<file path="config.mk">
export PLATFORM = sky130hd
export DESIGN_NAME = bcam_controller
export DESIGN_NICKNAME = d
export VERILOG_FILES = /design/src/rtl/bcam_pkg.sv /design/src/rtl/bcam_prio_enc.sv /design/src/rtl/bcam_controller.sv
export SDC_FILE = /design/constraint.sdc
export NUM_CORES = 1
export LEC_CHECK = 0
export BUFFER_PORTS_ARGS = -buffer_cell sky130_fd_sc_hd__buf_2
export CORE_ASPECT_RATIO = 0.9
export CORE_MARGIN = 2
export CORE_UTILIZATION = 53
export DETAILED_ROUTE_END_ITERATION = 6
export PLACE_DENSITY = 0.87
export SLEW_MARGIN = 20
export SYNTH_ARGS = -nofsm -noshare
export SYNTH_HDL_FRONTEND = slang
export SYNTH_SLANG_ARGS = --single-unit
export TNS_END_PERCENT = 30
</file>
<file path="constraint.sdc">
create_clock -name clk -period 2.6 [get_ports clk]
set_input_delay 0.39 -clock clk [delete_from_list [all_inputs] [get_ports clk]]
set_output_delay 0.39 -clock clk [all_outputs]
set_load 0.02 [all_outputs]
</file>
<file path="src/rtl/bcam_pkg.sv">
// Shared types for the binary CAM controller.
// FSM state encoding and round-robin grant selectors.
package bcam_pkg;

    typedef enum logic [2:0] {
        ST_IDLE   = 3'd0,
        ST_WRITE  = 3'd1,
        ST_SEARCH = 3'd2,
        ST_RESULT = 3'd3,
        ST_CLEAR  = 3'd4
    } state_e;

    // Which client wins the next wr/srch collision.
    typedef enum logic {
        GNT_WR   = 1'b0,
        GNT_SRCH = 1'b1
    } rr_e;

endpackage

</file>
<file path="src/rtl/bcam_prio_enc.sv">
// Match-line priority encoder: hit flag, lowest set index, multi-hit flag.
// Purely combinational.
module bcam_prio_enc
    import bcam_pkg::*;
#(
    parameter int DEPTH  = 8,
    parameter int ADDR_W = $clog2(DEPTH)
) (
    input  logic [DEPTH-1:0]  match,
    output logic              hit,
    output logic [ADDR_W-1:0] addr,
    output logic              multi
);

    logic [DEPTH-1:0] one;

    assign one = {{(DEPTH-1){1'b0}}, 1'b1};

    always_comb begin
        hit   = |match;
        addr  = '0;
        // Clearing the lowest set bit leaves something only if two or more were set.
        multi = |(match & (match - one));
        for (int i = DEPTH - 1; i >= 0; i--) begin
            if (match[i]) begin
                addr = ADDR_W'(i);
            end
        end
    end

endmodule

</file>
<file path="src/rtl/bcam_controller.sv">
// Binary CAM sequencer: arbitrates write/search/clear onto the shared array bus,
// tracks per-entry validity and reports prioritised search results.
module bcam_controller
    import bcam_pkg::*;
#(
    parameter int DEPTH  = 8,
    parameter int WIDTH  = 8,
    parameter int ADDR_W = $clog2(DEPTH)
) (
    input  logic              clk,
    input  logic              rst,
    input  logic              wr_req,
    input  logic [ADDR_W-1:0] wr_addr,
    input  logic [WIDTH-1:0]  wr_data,
    output logic              wr_ack,
    input  logic              srch_req,
    input  logic [WIDTH-1:0]  srch_key,
    output logic              srch_ack,
    output logic              srch_hit,
    output logic [ADDR_W-1:0] srch_addr,
    output logic              srch_multi,
    input  logic              clr_req,
    output logic              clr_ack,
    output logic              busy,
    output logic [DEPTH-1:0]  cam_we,
    output logic [WIDTH-1:0]  cam_bus,
    output logic              cam_rst,
    input  logic [DEPTH-1:0]  cam_match
);

    state_e            state_q, state_d;
    rr_e               rr_q, rr_d;
    logic [DEPTH-1:0]  valid_q, valid_d;
    logic [DEPTH-1:0]  match_q, match_d;
    logic [ADDR_W-1:0] addr_q, addr_d;
    logic [WIDTH-1:0]  opnd_q, opnd_d;
    logic              hit_q, hit_d;
    logic [ADDR_W-1:0] raddr_q, raddr_d;
    logic              multi_q, multi_d;

    logic              enc_hit;
    logic [ADDR_W-1:0] enc_addr;
    logic              enc_multi;
    logic [DEPTH-1:0]  wr_onehot;

    // Out-of-range addresses shift the bit off the top, so no row is enabled.
    assign wr_onehot = {{(DEPTH-1){1'b0}}, 1'b1} << addr_q;

    bcam_prio_enc #(
        .DEPTH  (DEPTH),
        .ADDR_W (ADDR_W)
    ) u_enc (
        .match (match_q),
        .hit   (enc_hit),
        .addr  (enc_addr),
        .multi (enc_multi)
    );

    always_comb begin
        state_d  = state_q;
        rr_d     = rr_q;
        valid_d  = valid_q;
        match_d  = match_q;
        addr_d   = addr_q;
        opnd_d   = opnd_q;
        hit_d    = hit_q;
        raddr_d  = raddr_q;
        multi_d  = multi_q;
        wr_ack   = 1'b0;
        srch_ack = 1'b0;
        clr_ack  = 1'b0;
        cam_we   = '0;
        cam_bus  = '0;
        cam_rst  = 1'b0;

        unique case (state_q)
            ST_IDLE: begin
                if (clr_req) begin
                    state_d = ST_CLEAR;
                end else if (wr_req && (!srch_req || rr_q == GNT_WR)) begin
                    state_d = ST_WRITE;
                    addr_d  = wr_addr;
                    opnd_d  = wr_data;
                    rr_d    = GNT_SRCH;
                end else if (srch_req) begin
                    state_d = ST_SEARCH;
                    opnd_d  = srch_key;
                    rr_d    = GNT_WR;
                end
            end
            ST_WRITE: begin
                cam_we  = wr_onehot;
                cam_bus = opnd_q;
                wr_ack  = 1'b1;
                valid_d = valid_q | wr_onehot;
                state_d = ST_IDLE;
            end
            ST_SEARCH: begin
                cam_bus = opnd_q;
                // Stale array rows may still match; only valid entries count.
                match_d = cam_match & valid_q;
                state_d = ST_RESULT;
            end
            ST_RESULT: begin
                srch_ack = 1'b1;
                hit_d    = enc_hit;
                raddr_d  = enc_addr;
                multi_d  = enc_multi;
                state_d  = ST_IDLE;
            end
            ST_CLEAR: begin
                cam_rst = 1'b1;
                clr_ack = 1'b1;
                valid_d = '0;
                state_d = ST_IDLE;
            end
            default: begin
                state_d = ST_IDLE;
            end
        endcase
    end

    assign srch_hit   = hit_d;
    assign srch_addr  = raddr_d;
    assign srch_multi = multi_d;
    assign busy       = (state_q != ST_IDLE);

    always_ff @(posedge clk or negedge rst) begin
        if (!rst) begin
            state_q <= ST_IDLE;
            rr_q    <= GNT_WR;
            valid_q <= '0;
            match_q <= '0;
            addr_q  <= '0;
            opnd_q  <= '0;
            hit_q   <= 1'b0;
            raddr_q <= '0;
            multi_q <= 1'b0;
        end else begin
            state_q <= state_d;
            rr_q    <= rr_d;
            valid_q <= valid_d;
            match_q <= match_d;
            addr_q  <= addr_d;
            opnd_q  <= opnd_d;
            hit_q   <= hit_d;
            raddr_q <= raddr_d;
            multi_q <= multi_d;
        end
    end

endmodule

</file>
==> metrics.md, run 1 <==
| Metric | Value |
|---|---|
| DR vias/cell | 5.14 |
| Clock-pin slew on the worst setup and hold paths | 110 ps |
| Post-Place Cells | 268 |
| R2R depth | 4 |
| Footprint of the multi-input gates | 763 um^2 |
| Vias in the first global route | approximately 1.3k |
| Overall Global Routing Usage | between 20% and 30% |
| Pint | 1450 uW |
| Final Max Slew Viols | 0 |
| Routed WL | around 3.5 mm |
| Ant diodes | 0 |
| Netlist cell types | 34 |
| DRT iter0 DRCs | 96 |
| Synthesis warning total | 0 |
| Slew @ Worst Pin | 779 ps |
| Row cnt | 19 |
| Period utilization | 86.4% |
| Num CTS Buffers | 5 |
| CP Class | reg2out |
| Global-route wire length before repair | 5.85 mm |
| Die area | 0.00376 mm^2 |
| Crit path required time | 2210 ps |
| Mapped Nets | approximately 210 |
| Max Root-Sink Buffers | 2 |
| Comb pwr share | 43.8% |
| Fill cell total of the finished layout | about 260 |
| FF-to-FF End | opnd_q[5] |
| Gpl congestion | 0.854 |
| Input/output buffers | 57 |
| CTS tree | yes |
| CP max FO | 8 |
| Initial core utilization | 56.3% |
| CP Launch Type | flop |
| Core area | between 0.003 and 0.004 mm^2 |
| Achievable Freq | ~450 MHz |
| Final Cell Area | between 0.002 and 0.0025 mm^2 |
| Post-Syn Area | roughly 0.0017 mm^2 |
| CTS HTree Levels | 2 |
| Setup TNS | 0 ps |
| Routed via count | 1420 |
| Routed Antenna Nets | 0 |
| Crit end category | primary output |
| RSZ-0062 raised after global routing | no |
| Async set-reset flop share out of synthesis | 100% |
| Width of the die | 64.4 um |
| Power Total | 2480 uW |
| Fin crit period | 2250 ps |
| Final Skew | 8.89 ps |
| Register area share after synthesis | 51.8% |
| Clock network fraction of total power | between 10% and 20% |
| Leak pwr | between 0.001 and 0.0015 uW |
| # nets final | 265 |
| Dpl cell area | 0.00202 mm^2 |
| Cts hold-fix bufs | 0 |
| R2R Path Start | rr_q |
| Relative slew margins | slightly below 50% |
| Pwr Density | 1180 mW/mm^2 |
| Switching part of the total | between 40% and 50% |
| WL/cell | roughly 13 um |
| Post-Syn Area per Cell | 9.94 um^2 |
| Fin cells | 276 |
| # DRC | 0 |
| Global route total overflow | 0 |
| Worst-Skew Late Latency | about 340 ps |
| Layout cells sized above 1 | between 30% and 40% |
| # IOs | 58 |
| Post-synth EDFFs | 0 |
| Final hold violation count | 0 |
| VDD IR max | 0.554 mV |
| Primary FF master, synth | dfrtp_1 |
| Initial antenna violation count | 0 |
| Post-CTS Setup Bufs | 0 |
| Largest net degree at the start of global routing | 37 |
| HPWL after DPL | between 2 and 3 mm |
| CP arrival | approximately 1900 ps |
| Status | complete, no violations |
| Num Clock Sinks | 36 |
| Post-Synthesis Cells | 175 |
| Layout overhead on the synthesized area | 20.8% |
| Seq. cell area | 901 um^2 |
| Sw power | 1030 uW |
| PostCTS Resize Cnt | 0 |
| Seq cells post-synth | 36 |
| Final Util | 68.0% |
| Pre-antenna DRT Iters | 6 |
| FF-to-FF setup slack | 1080 ps |
| Die Y | about 58 um |
| Share of total power in sequential cells | 40.7% |
| Root Driver | clkbuf_4 |
| Setup Viol. Count Final | 0 |
| Max-cap viol count | 0 |
| Hold crit path type | in2async |
==> how the worst max path moves through the flow <==
stage | start | to | slack (ps) | depth (start not counted)
CTS | state_q[2] | srch_addr[1] | 340 | 3
floorplan | state_q[2] | srch_addr[1] | 600 | 3
detailed placement | state_q[2] | srch_addr[1] | 700 | 3
finish | state_q[2] | srch_multi | 350 | 5
global placement | match_q[4] | srch_multi | 780 | 5
global route | state_q[2] | srch_multi | 160 | 5
==> final cells by class <==
class	instances	area share [%]
clock inverter	2	1.67
inverter	4	0.715
clock buffer	6	1.97
tap	42	2.50
multi-input combinational	128	36.3
sequential	36	42.9
timing repair buffer	58	13.9
==> synthesized netlist by cell type, types with 3 or more instances <==
master	instances	area share, %
o21a_1	8	3.5
nand2_1	25	5.4
nor2_1	20	4.3
nand2b_1	6	2.2
mux2i_1	8	4.6
mux2_2	3	1.9
a21oi_1	11	3.2
dfrtp_1	36	52
inv_1	4	0.86
nor3_1	7	2.0
o21ai_0	11	3.2
and2_1	8	2.9
==> critical path, stage by stage, from the launching register on <==
cell	delay (ps)
dfrtp_1	500
nand3b_1	290
inv_1	220
o221ai_1	160
o22a_1	200
buf_2	160
==> through the flow <==
step / setup slack, ps / hold slack [ps]
floorplan: 603 / 94.4
global placement: 780 / 474
detailed placement: 702 / 481
CTS: 344 / 127
global route: 165 / 158
finish: 353 / 115
==> kinds of logic after synthesis <==
kind of cell | synth area share (%)
mux | 6.55
xor+xnor | 0.504
fa+ha+maj | 1.15
compound gates | 14.7
simple gates | 20.9
flops | 51.8
buf+inv | 4.32
==> registers in the layout (all words and copies together), names as in the netlist <==
name / flops
rr_q: 1
opnd_q: 8
addr_q: 3
match_q: 8
state_q: 3
valid_q: 8
multi_q: 1
raddr_q: 3
hit_q: 1
==> power by group through the flow <==
stage / Clock [uW] / Sequential, uW / Combinational, uW
3_5_place_dp: 0 / 1020 / 1100
5_1_grt: 421 / 1050 / 1230
4_1_cts: 391 / 1010 / 1100
3_3_place_gp: 0 / 1010 / 1080
6_report: 382 / 1010 / 1090
2_1_floorplan: 0 / 931 / 908
==> layer usage <==
layer	global-route usage (%)	vias to the layer above	routed length, um
li1	-	716	-
met4	6.38	0	41
met1	26.6	666	1570
met3	7.65	5	205
met2	33.5	33	1650
met5	0	-	0
==> placed cells by master (no fill, tap or decap), types with 2 or more instances in the layout <==
cell type  count
nor2_2         2
mux2_2         3
nand2b_1       6
mux2i_1        8
nand2_1       25
clkbuf_4       5
a31oi_1        2
nor2_1        20
and2_1         8
inv_1          4
o21ai_0       11
dfrtp_1       36
nor3_1         7
a21oi_1       11
a21oi_2        2
maj3_1         2
o21a_1         8
buf_2         57
No activity file was read; power rests on OpenSTA's default activity.
==> run 2, diff against run 1 <==
--- a/constraint.sdc
+++ b/constraint.sdc
@@ -3,2 +3,2 @@
 set_output_delay 0.39 -clock clk [all_outputs]
-set_load 0.02 [all_outputs]
+set_load 0.1 [all_outputs]
==> metrics.md, run 2 (synthesis gave the netlist of run 1 again) <==
| Metric | Value |
|---|---|
| Routed via count | 1401 (-1.3%) |
| Biggest registers after layout | match_q (8), opnd_q (8), valid_q (8) |
| # IOs | 58 (unchanged) |
| Relative slew margins | 48.8% (+0.75 points) |
| CP Class | reg2out |
| Initial antenna violation count | 0 (unchanged) |
| Most common cell after layout, fill and taps aside | buf_2 |
| Met3 usage | 4.78% (-2.9 points) |
| Core area | 0.00309 mm^2 (unchanged) |
| CP max FO | 8 (unchanged) |
| Vias in the first global route | 1271 (-2.6%) |
| Width of the die | 64.4 um (unchanged) |
| GRT busiest layer | met2 |
| Fin crit period | 2440 ps (+191 ps) |
| Slew @ Worst Pin | 768 ps (-11.2 ps) |
| Max-cap viol count | 0 (unchanged) |
| Overall Global Routing Usage | 19.3% (-1.5 points) |
| DRT iter0 DRCs | 86 (-10%) |
| HPWL after DPL | 2.55 mm (-3.4%) |
| Setup Viol. Count Final | 0 (unchanged) |
| Most frequent cells in the layout | buf_2 (55), dfrtp_1 (34), nand2_1 (25) |
| Status | complete, no violations |
| Hold Slack | 108 ps (-6.20 ps) |
| Largest net degree at the start of global routing | 37 (unchanged) |
| Final WS setup | 162 ps (-191 ps) |
| Post-Place Cells | 268 (unchanged) |
| CP arrival | 2050 ps (+190 ps) |
| Fin cells | 276 (unchanged) |
| Final Util | 69.9% (+1.9 points) |
| Root Driver | clkbuf_4 |
| Clock-pin slew on the worst setup and hold paths | 100 ps (about the same) |
| CTS tree | yes |
| Period utilization | 93.8% (+7.3 points) |
| DR vias/cell | 5.08 (-1.3%) |
| Worst-Skew Late Latency | 340 ps (about the same) |
| Final Skew | 3.51 ps (-5.39 ps) |
| Num Clock Sinks | 36 (unchanged) |
| Layout overhead on the synthesized area | 24.2% |
| Final Max Slew Viols | 0 (unchanged) |
| Pre-antenna DRT Iters | 4 (-2) |
| Hold crit path type | in2async |
| Input/output buffers | 57 (unchanged) |
| Global route total overflow | 0 (unchanged) |
| Global-route wire length before repair | 5.45 mm (-6.8%) |
| Crit path required time | 2210 ps (about the same) |
| Achievable Freq | 410 MHz (-7.8%) |
| Post-CTS Setup Bufs | 0 (unchanged) |
| Max Root-Sink Buffers | 2 (unchanged) |
| Gpl congestion | 0.802 (-6.1%) |
| Die area | 0.00376 mm^2 (unchanged) |
| Routed Antenna Nets | 0 (unchanged) |
| Layout cells sized above 1 | 37.6% (+5.1 points) |
| Die Y | 58.3 um (unchanged) |
| Routed WL | 3.29 mm (-5.4%) |
| # DRC | 0 (unchanged) |
| Ant diodes | 0 (unchanged) |
| Crit end category | primary output |
| M1 GR Usage | 25.1% (-1.4 points) |
| RSZ-0062 raised after global routing | no |
| Final hold violation count | 0 (unchanged) |
| Num CTS Buffers | 5 (unchanged) |
| # nets final | 265 (unchanged) |
| WL/cell | 11.9 um (-5.4%) |
| CTS HTree Levels | 2 (unchanged) |
| M2 GR Usage | 31.0% (-2.5 points) |
| Setup WS pre-CTS | 448 ps (-254 ps) |
| Row cnt | 19 (unchanged) |
| Initial core utilization | 56.3% (unchanged) |
| CP Launch Type | flop |
## run 2: cell count changes in the layout (fill, tap and decap cells not counted), moves of 2 or more
| cell | delta |
|---|---|
| clkbuf_4 | +2 |
| a21oi_1 | -2 |
| nor2_1 | -6 |
| dfrtp_1 | -2 |
| dfrtp_2 | +2 |
| nor2_2 | +6 |
| nor3_1 | -2 |
| buf_2 | -2 |
| nor3_4 | +2 |
| a21oi_2 | +2 |
## run 2: what timing repair did
action / 4_1_cts / 5_1_grt
setup endpoints to repair: 0 / 3
hold buffers: 0 / 0
resized for setup: 0 / 4
hold endpoints to repair: 0 / 0
## run 2: worst paths after layout
| check | from | end | slack, ps | cells after the start |
|---|---|---|---|---|
| max in group asynchronous | rst | state_q[2] | 1960 | 1 |
| worst max register to register | state_q[2] | multi_q | 1080 | 4 |
| worst min-delay path | rst | opnd_q[5] | 110 | 1 |
| worst min register to register | valid_q[0] | valid_q[0] | 500 | 1 |
| worst max-delay path | state_q[2] | srch_multi | 160 | 5 |
| min in group clk | wr_addr[2] | addr_q[2] | 270 | 2 |
## run 2: critical path, cell delays in order, from the launching register on
cell,delay [ps]
dfrtp_2,490
nand3b_1,310
inv_1,250
o221ai_1,160
o22a_1,200
buf_2,290
## run 2: stage by stage
stage,setup TNS [ps],cell area [um^2]
after floorplan,-6700,1810
after global placement,0,2090
after detailed placement,0,2090
after CTS,0,2150
after global routing,0,2160
final,0,2160
## run 2: final cells by class
class                           instances  area (um^2)
Fill cell                             255          930
Sequential cell                        36          903
Multi-Input combinational cell        128          833
Timing Repair Buffer                   58          298
Clock buffer                            8         58.8
Tap cell                               42         52.6
Inverter                                4         15.0
## run 2: layer usage
metal | vias up | share of wire (%) | wire length [um]
met5 | - | 0 | 0
met1 | 649 | 46 | 1530
met2 | 28 | 47 | 1540
met3 | 8 | 4.6 | 152
li1 | 716 | - | -
met4 | 0 | 2.1 | 70
Power of run 2 is not shown: default switching activity piles up to over one toggle a cycle in this logic, so the estimate is an artifact.
